$ cat src/rtl/qs_fifo_occ.sv
// Single-clock FIFO of arbitrary depth with occupancy count, almost-full/almost-empty
// thresholds, sticky error flags, and a selectable registered or FWFT read port.
module qs_fifo_occ #(
  parameter int DATA_W    = 8,
  parameter int DEPTH     = 4,
  parameter int FWFT      = 0,
  parameter int AF_THRESH = DEPTH - 1,
  parameter int AE_THRESH = 1
) (
  input  logic                             clk,
  input  logic                             reset_n,
  input  logic                             push_i,
  input  logic [DATA_W-1:0]                push_data_i,
  input  logic                             pop_i,
  output logic [DATA_W-1:0]                pop_data_o,
  output logic                             pop_valid_o,
  output logic                             full_o,
  output logic                             empty_o,
  output logic                             almost_full_o,
  output logic                             almost_empty_o,
  output logic [$clog2(DEPTH+1)-1:0]       count_o,
  output logic                             overflow_o,
  output logic                             underflow_o,
  input  logic                             err_clr_i
);

  localparam int CNT_W = $clog2(DEPTH + 1);
  localparam int PTR_W = (DEPTH > 2) ? $clog2(DEPTH) : 1;
  localparam logic [PTR_W-1:0] PTR_LAST = PTR_W'(DEPTH - 1);

  logic [DATA_W-1:0] mem [DEPTH];
  logic [PTR_W-1:0]  wr_ptr, rd_ptr;
  logic [CNT_W-1:0]  count_q, count_d;
  logic              full_q, empty_q, af_q, ae_q, ovf_q, udf_q;
  logic              push_acc, pop_acc;

  assign push_acc = push_i & ~full_q;
  assign pop_acc  = pop_i & ~empty_q;

  always_comb begin
    count_d = count_q;
    if (push_acc && !pop_acc)
      count_d = count_q + CNT_W'(1);
    else if (pop_acc && !push_acc)
      count_d = count_q - CNT_W'(1);
  end

  // Flags are registered from the next count so they line up with count_o.
  always_ff @(posedge clk or negedge reset_n) begin
    if (!reset_n) begin
      wr_ptr  <= '0;
      rd_ptr  <= '0;
      count_q <= '0;
      full_q  <= 1'b0;
      empty_q <= 1'b1;
      af_q    <= 1'b0;
      ae_q    <= 1'b1;
      ovf_q   <= 1'b0;
      udf_q   <= 1'b0;
    end else begin
      if (push_acc)
        wr_ptr <= (wr_ptr == PTR_LAST) ? '0 : wr_ptr + PTR_W'(1);
      if (pop_acc)
        rd_ptr <= (rd_ptr == PTR_LAST) ? '0 : rd_ptr + PTR_W'(1);
      count_q <= count_d;
      full_q  <= (count_d == CNT_W'(DEPTH));
      empty_q <= (count_d == '0);
      af_q    <= (count_d >= CNT_W'(AF_THRESH));
      ae_q    <= (count_d <= CNT_W'(AE_THRESH));
      ovf_q   <= (push_i & full_q) | (ovf_q & ~err_clr_i);
      udf_q   <= (pop_i & empty_q) | (udf_q & ~err_clr_i);
    end
  end

  always_ff @(posedge clk) begin
    if (push_acc)
      mem[wr_ptr] <= push_data_i;
  end

  generate
    if (FWFT == 0) begin : g_reg_read
      logic [DATA_W-1:0] data_q;
      logic              valid_q;

      always_ff @(posedge clk or negedge reset_n) begin
        if (!reset_n) begin
          data_q  <= '0;
          valid_q <= 1'b0;
        end else begin
          valid_q <= pop_acc;
          if (pop_acc)
            data_q <= mem[rd_ptr];
        end
      end

      assign pop_data_o  = data_q;
      assign pop_valid_o = valid_q;
    end else begin : g_fwft_read
      assign pop_valid_o = ~empty_q;
      assign pop_data_o  = empty_q ? '0 : mem[rd_ptr];
    end
  endgenerate

  assign count_o        = count_q;
  assign full_o         = full_q;
  assign empty_o        = empty_q;
  assign almost_full_o  = af_q;
  assign almost_empty_o = ae_q;
  assign overflow_o     = ovf_q;
  assign underflow_o    = udf_q;

endmodule

$ cat config.mk
export PLATFORM = sky130hd
export DESIGN_NAME = qs_fifo_occ
export DESIGN_NICKNAME = d
export VERILOG_FILES = /design/src/rtl/qs_fifo_occ.sv
export SDC_FILE = /design/constraint.sdc
export NUM_CORES = 1
export LEC_CHECK = 0
export BUFFER_PORTS_ARGS = -buffer_cell sky130_fd_sc_hd__buf_2
export CAP_MARGIN = 5
export CELL_PAD_IN_SITES_DETAIL_PLACEMENT = 1
export CELL_PAD_IN_SITES_GLOBAL_PLACEMENT = 1
export CORE_MARGIN = 1
export CORE_UTILIZATION = 42
export CTS_CLUSTER_DIAMETER = 120
export DETAILED_ROUTE_END_ITERATION = 12
export PLACE_DENSITY_LB_ADDON = 0.05
export SETUP_SLACK_MARGIN = 0.5
export SYNTH_ARGS = -nofsm -noshare
export SYNTH_HDL_FRONTEND = slang
export SYNTH_SLANG_ARGS = --single-unit
$ cat constraint.sdc
create_clock -name clk -period 1.6 [get_ports clk]
set_input_delay 0.32 -clock clk [delete_from_list [all_inputs] [get_ports clk]]
set_output_delay 0.32 -clock clk [all_outputs]
set_load 0.05 [all_outputs]
* After elaboration in Yosys (flattened, before gate mapping)
Memory sizes are Yosys's and may differ from the RTL's. A register that Yosys moved wholly into a read port is not among the register bits.
Index checks and enable logic that the tools add are counted.
** Storage, ports and cells
- Bits in writable memories :: 32
- Memories kept :: 1
- Input bits :: 13
- Logic and storage cells :: 43
- Register bits :: 14
- Output and inout port bits :: 18
** Operators by class
- Order comparisons :: 2
- Reduce and logical (&&, ||, !) cells :: 6
- Multiplexer cells :: 6
- Bitwise gates (word level) :: 11
- Equal/unequal tests :: 3
- $add $sub $neg :: 4
** Memories
- mem :: depth 4, width 8, read ports 1, clocked after memory_dff 1, write ports 1, RTL line 31 : logic [DATA_W-1:0] mem [DEPTH];
** Operators with widths (number)
- $and 1x1->1 :: 6
- $mux 3 :: 2
- $add 2x1->2 const B :: 2
- $eq 2x2->1 const B :: 2
- $mux 2 :: 2
- $add 3x1->3 const B :: 1
- $eq 3x3->1 const B :: 1
- $ge 3x2->1 const B :: 1
- $le 3x1->1 const B :: 1
- $logic_not 1->1 :: 3
- $logic_not 3->1 :: 1
- $not 1->1 :: 3
- $sub 3x1->3 const B :: 1
- $logic_and 1x1->1 :: 2
- $mux 1 :: 2
- $or 1x1->1 :: 2

* Longest topological paths before layout
- Depth in word-level cells :: 7
- Mapped depth :: 6
- Gate-level depth less buffers :: 6

* Least setup slack after synthesis
OpenSTA, ideal clock, no wires.
- Path type :: register -> register
- Start point :: register count_q[0] (netlist: count_o[0])
- End point :: register af_q (netlist: almost_full_o)
- Buffers on the path :: 0
- Setup time :: 0.139 ns
- Arrival time :: 1.864 ns
- Required time :: 1.461 ns
- Stages on the path, launching flop included :: 7
- Slack :: -0.402 ns
- Period minus slack after synthesis :: 2.002 ns
- Cells stage by stage :: dfrtp_1 inv_1 ha_1 inv_1 or4_1 o211ai_2 or4_1
** On the way
- Word-level cells in the longest chain between the ends :: 4
- Elaborated cells between the ends (all ways) :: 5
- Classes of those cells :: 2 x add/sub; 1 x order compare; 2 x mux
** RTL lines
- from (decl) :: RTL line 33 : logic [CNT_W-1:0] count_q, count_d;
- from (signal assigned) :: RTL line 65 : count_q <= count_d;
- $sub 3x1->3 :: RTL line 45 : count_d = count_q - CNT_W'(1);
- $mux 3 :: RTL line 44 : else if (pop_acc && !push_acc)
- $mux 3 * :: RTL line 42 : if (push_acc && !pop_acc)
- net count_d[2] :: RTL line 33
- $ge 3x2->1 * :: RTL line 68 : af_q <= (count_d >= CNT_W'(AF_THRESH));
- to (signal assigned) :: RTL line 68
- to (decl) :: RTL line 34 : logic full_q, empty_q, af_q, ae_q, ovf_q, udf_q;
The timed path passes the listed nets; every way through them passes the cells marked *.
A chain may end at the register's enable or synchronous reset.

* Worst setup path in the final report
- Start point :: register count_q[1] (netlist: count_o[1])
- End point :: register full_q (netlist: full_o)
** On the way
- Word-level cells in the longest chain between the ends :: 4
- Elaborated cells between the ends (all ways) :: 5
- Classes of those cells :: 2 x add/sub; 1 x eq/ne; 2 x mux
** RTL lines
- $sub 3x1->3 :: RTL line 45
- $mux 3 :: RTL line 44
- $mux 3 * :: RTL line 42
- net count_d[2] :: RTL line 33
- $eq 3x3->1 * :: RTL line 66 : full_q <= (count_d == CNT_W'(DEPTH));
- to (signal assigned) :: RTL line 66
- to (decl) :: RTL line 34
Marked as above.

==> results by group <==
Global route
  – Antenna violations before repair: 0
  – Vias in the first global route: 1482
  – First-pass GRT wire length: 7490 microns
  – Largest net degree at the start of global routing: 23
  – GRT Util Overall: 19.2%
  – Total grt overflow: 0

Outcome
  – Status: finished with violations
  – Failing checks: negative setup slack

Pwr
  – Net Switching: 2.56 mW
  – Leak pwr: 1.32 nW
  – Max VDD drop: 0.916 mV
  – Comb pwr share: 53.4%
  – Internal: 3.87 mW
  – Clk pwr share: 11.6%
  – Sw frac: 39.8%
  – Power density cells: 2040 mW/mm^2
  – Sequential power share: 35.0%

Worst hold path
  – Worst Hold Depth: 1
  – Hold Path Class: input port to flop

Synthesis
  – Prevailing post-synth register cell: edfxtp_1
  – Netlist cell types: 31
  – Post-Syn Area per Cell: 14.9 sq um
  – Cells after synthesis: 149
  – Synth warn: 0
  – Syn Nets: 169
  – Fraction of registers with async set/reset: 40.7%
  – Post-synthesis sequential area ratio: 68.1%
  – Post-synth EDFFs: 32
  – Mapped cell area: 0.00222 sq mm
  – Synthesized flop and latch total: 54

Placed design
  – RD Place Congestion: 0.789
  – HPWL after detailed placement: 3060 microns
  – Area after DPL: 0.00255 sq mm
  – Port Buffers: 30

Die
  – Initial Util: 43.5%
  – Die area: 0.00559 sq mm
  – Height of the die: 74.8 microns
  – IO Pins: 31
  – Chip Width: 74.8 microns
  – Core Region: 0.00511 sq mm
  – Cell Rows: 26

Clock tree
  – Max Buffers Root-to-Sink: 2
  – Worst-path clk slew: 0.10 ns
  – H-tree lvl count: 2
  – CTS tree: built
  – Clk_lat worst skew: 0.30 ns
  – CTS root buf: clkbuf_8
  – Num CTS Buffers: 5
  – Clk sinks: 54

Route
  – Drt via density: 4.93
  – Vias: 1406
  – WL final: 5100 microns
  – Detailed-route DRC error count: 0
  – Wirelength per Cell: 17.9 microns
  – DRT iter0 DRCs: 101
  – Post-route ant nets: 0
  – First-pass iteration count of the detailed router: 3

Cells and area
  – Most common cell after layout, fill and taps aside: edfxtp_1
  – Fill cells: 481
  – Core Util, Final: 61.7%
  – Most frequent cells in the layout: edfxtp_1 (32), buf_6 (26), nand2_1 (18)
  – N_diodes: 0
  – Share of post-route cells with drive strength above 1: 57.2%
  – Nets@finish: 234
  – Design area: 0.00315 sq mm
  – Layout area overhead: 41.8%

Flow run
  – Max-cap violation count: 0

Worst setup path
  – Worst setup SP type: flop
  – Maximum fanout along the worst path: 4
  – CP Class: flop to flop
  – Reg2reg path depth: 7
  – CP required: 1.83 ns
  – Endpoint class of the critical path: flop
  – Arr. time, crit path: 1.87 ns

STA
  – Setup TNS: -0.0468 ns
  – Slew HR: 65.4%
  – Post-route worst setup slack: -0.0372 ns
  – Final Max Tran Viols: 0
  – RSZ-0062 raised after global routing: yes
  – Worst Clk Skew: 0.00856 ns
  – Final setup violating endpoints: 2
  – Final period util: 102%
  – Worst-Margin Slew: 0.518 ns
  – Fin crit period: 1.64 ns
  – Peak Freq: 611 MHz
  – Final hold viol count: 0
## metal layers
metal / global-route usage, % / vias up / share of wire (%)
met1: 23.8 / 719 / 41
met5: 0 / - / 0
met2: 33.8 / 27 / 55
li1: - / 654 / -
met4: 6.29 / 0 / 1.1
met3: 3.61 / 6 / 2.3
## through the flow
step	total power, mW	setup WS [ns]	instances	hold WS, ns
floorplan	3.87	-0.244	149	0.0244
global placement	4.50	-0.00328	254	0.312
detailed placement	4.61	-0.0693	254	0.327
CTS	6.01	0.00585	278	0.187
global route	6.77	-0.0748	285	0.219
finish	6.43	-0.0372	285	0.220
## power groups by stage
stage | logic [mW] | clock network (mW) | registers [mW]
global placement | 2.33 | 0 | 2.17
detailed placement | 2.40 | 0 | 2.21
floorplan | 1.06 | 0 | 2.81
finish | 3.44 | 0.745 | 2.25
CTS | 3.02 | 0.765 | 2.22
global route | 3.66 | 0.807 | 2.30
## cells in the mapped netlist (2+ instances only)
cell	number	area, sq um
and2_1	5	31.3
nand2_1	30	113
nor4_1	2	12.5
buf_6	2	22.5
dfrtp_1	20	500
edfxtp_1	32	961
mux4_2	8	180
or4_1	2	15.0
o211ai_2	2	25.0
dfstp_2	2	52.6
a21oi_1	2	10.0
clkbuf_1	3	11.3
o21ai_0	5	25.0
ha_1	7	87.6
nor3_1	4	20.0
inv_1	8	30.0
## timing repair
item,4_1_cts,5_1_grt
hold buffers,1,0
buffers inserted,14,7
pin swaps,8,12
endpoints found under the setup margin,68,69
gates resized for setup,56,34
gates cloned,1,0
endpoints found under the hold margin,20,0
## sequential cells by signal, summed over array words and instances, names as in the netlist
register / cells
almost_empty_o: 1
almost_full_o: 1
count_o: 3
empty_o: 1
full_o: 1
mem: 32
overflow_o: 1
pop_data_o: 8
pop_valid_o: 1
rd_ptr: 2
underflow_o: 1
wr_ptr: 2
## final cells by class
class / count / area, sq um / area share (%)
Multi-Input combinational cell: 80 / 777 / 24.7
Tap cell: 70 / 87.6 / 2.78
Inverter: 9 / 36.3 / 1.15
Clock buffer: 5 / 68.8 / 2.18
Sequential cell: 54 / 1520 / 48.2
Clock inverter: 3 / 16.3 / 0.516
Timing Repair Buffer: 64 / 646 / 20.5
## logic make-up (layout without fill, tap and decap cells)
logic type / Yosys count / count (layout) / synth area share, %
mux: 8 / 8 / 8.10
fa+ha+maj: 7 / 7 / 3.94
xor+xnor: 3 / 3 / 1.52
flops: 54 / 54 / 68.1
buf+inv: 15 / 81 / 3.26
simple gates: 51 / 51 / 11.5
compound gates: 11 / 11 / 3.55
## final timing paths
check / start / end / slack, ns
max: count_o[1] / full_o / -0.04
min: push_data_i[2] / mem[0][2] / 0.22
max reg2reg: count_o[1] / full_o / -0.04
min reg2reg: pop_data_o[3] / pop_data_o[3] / 0.51
max in group asynchronous: reset_n / full_o / 0.70
min in group asynchronous: reset_n / rd_ptr[0] / 0.52
## worst max-delay path, stage by stage (launching register included)
cell and delay [ns]:
dfrtp_2 0.44, inv_2 0.09, ha_4 0.13, inv_2 0.04, or4_4 0.47, o211ai_2 0.11
buf_6 0.14, a21boi_2 0.15
(Power assumes the default switching activity.)
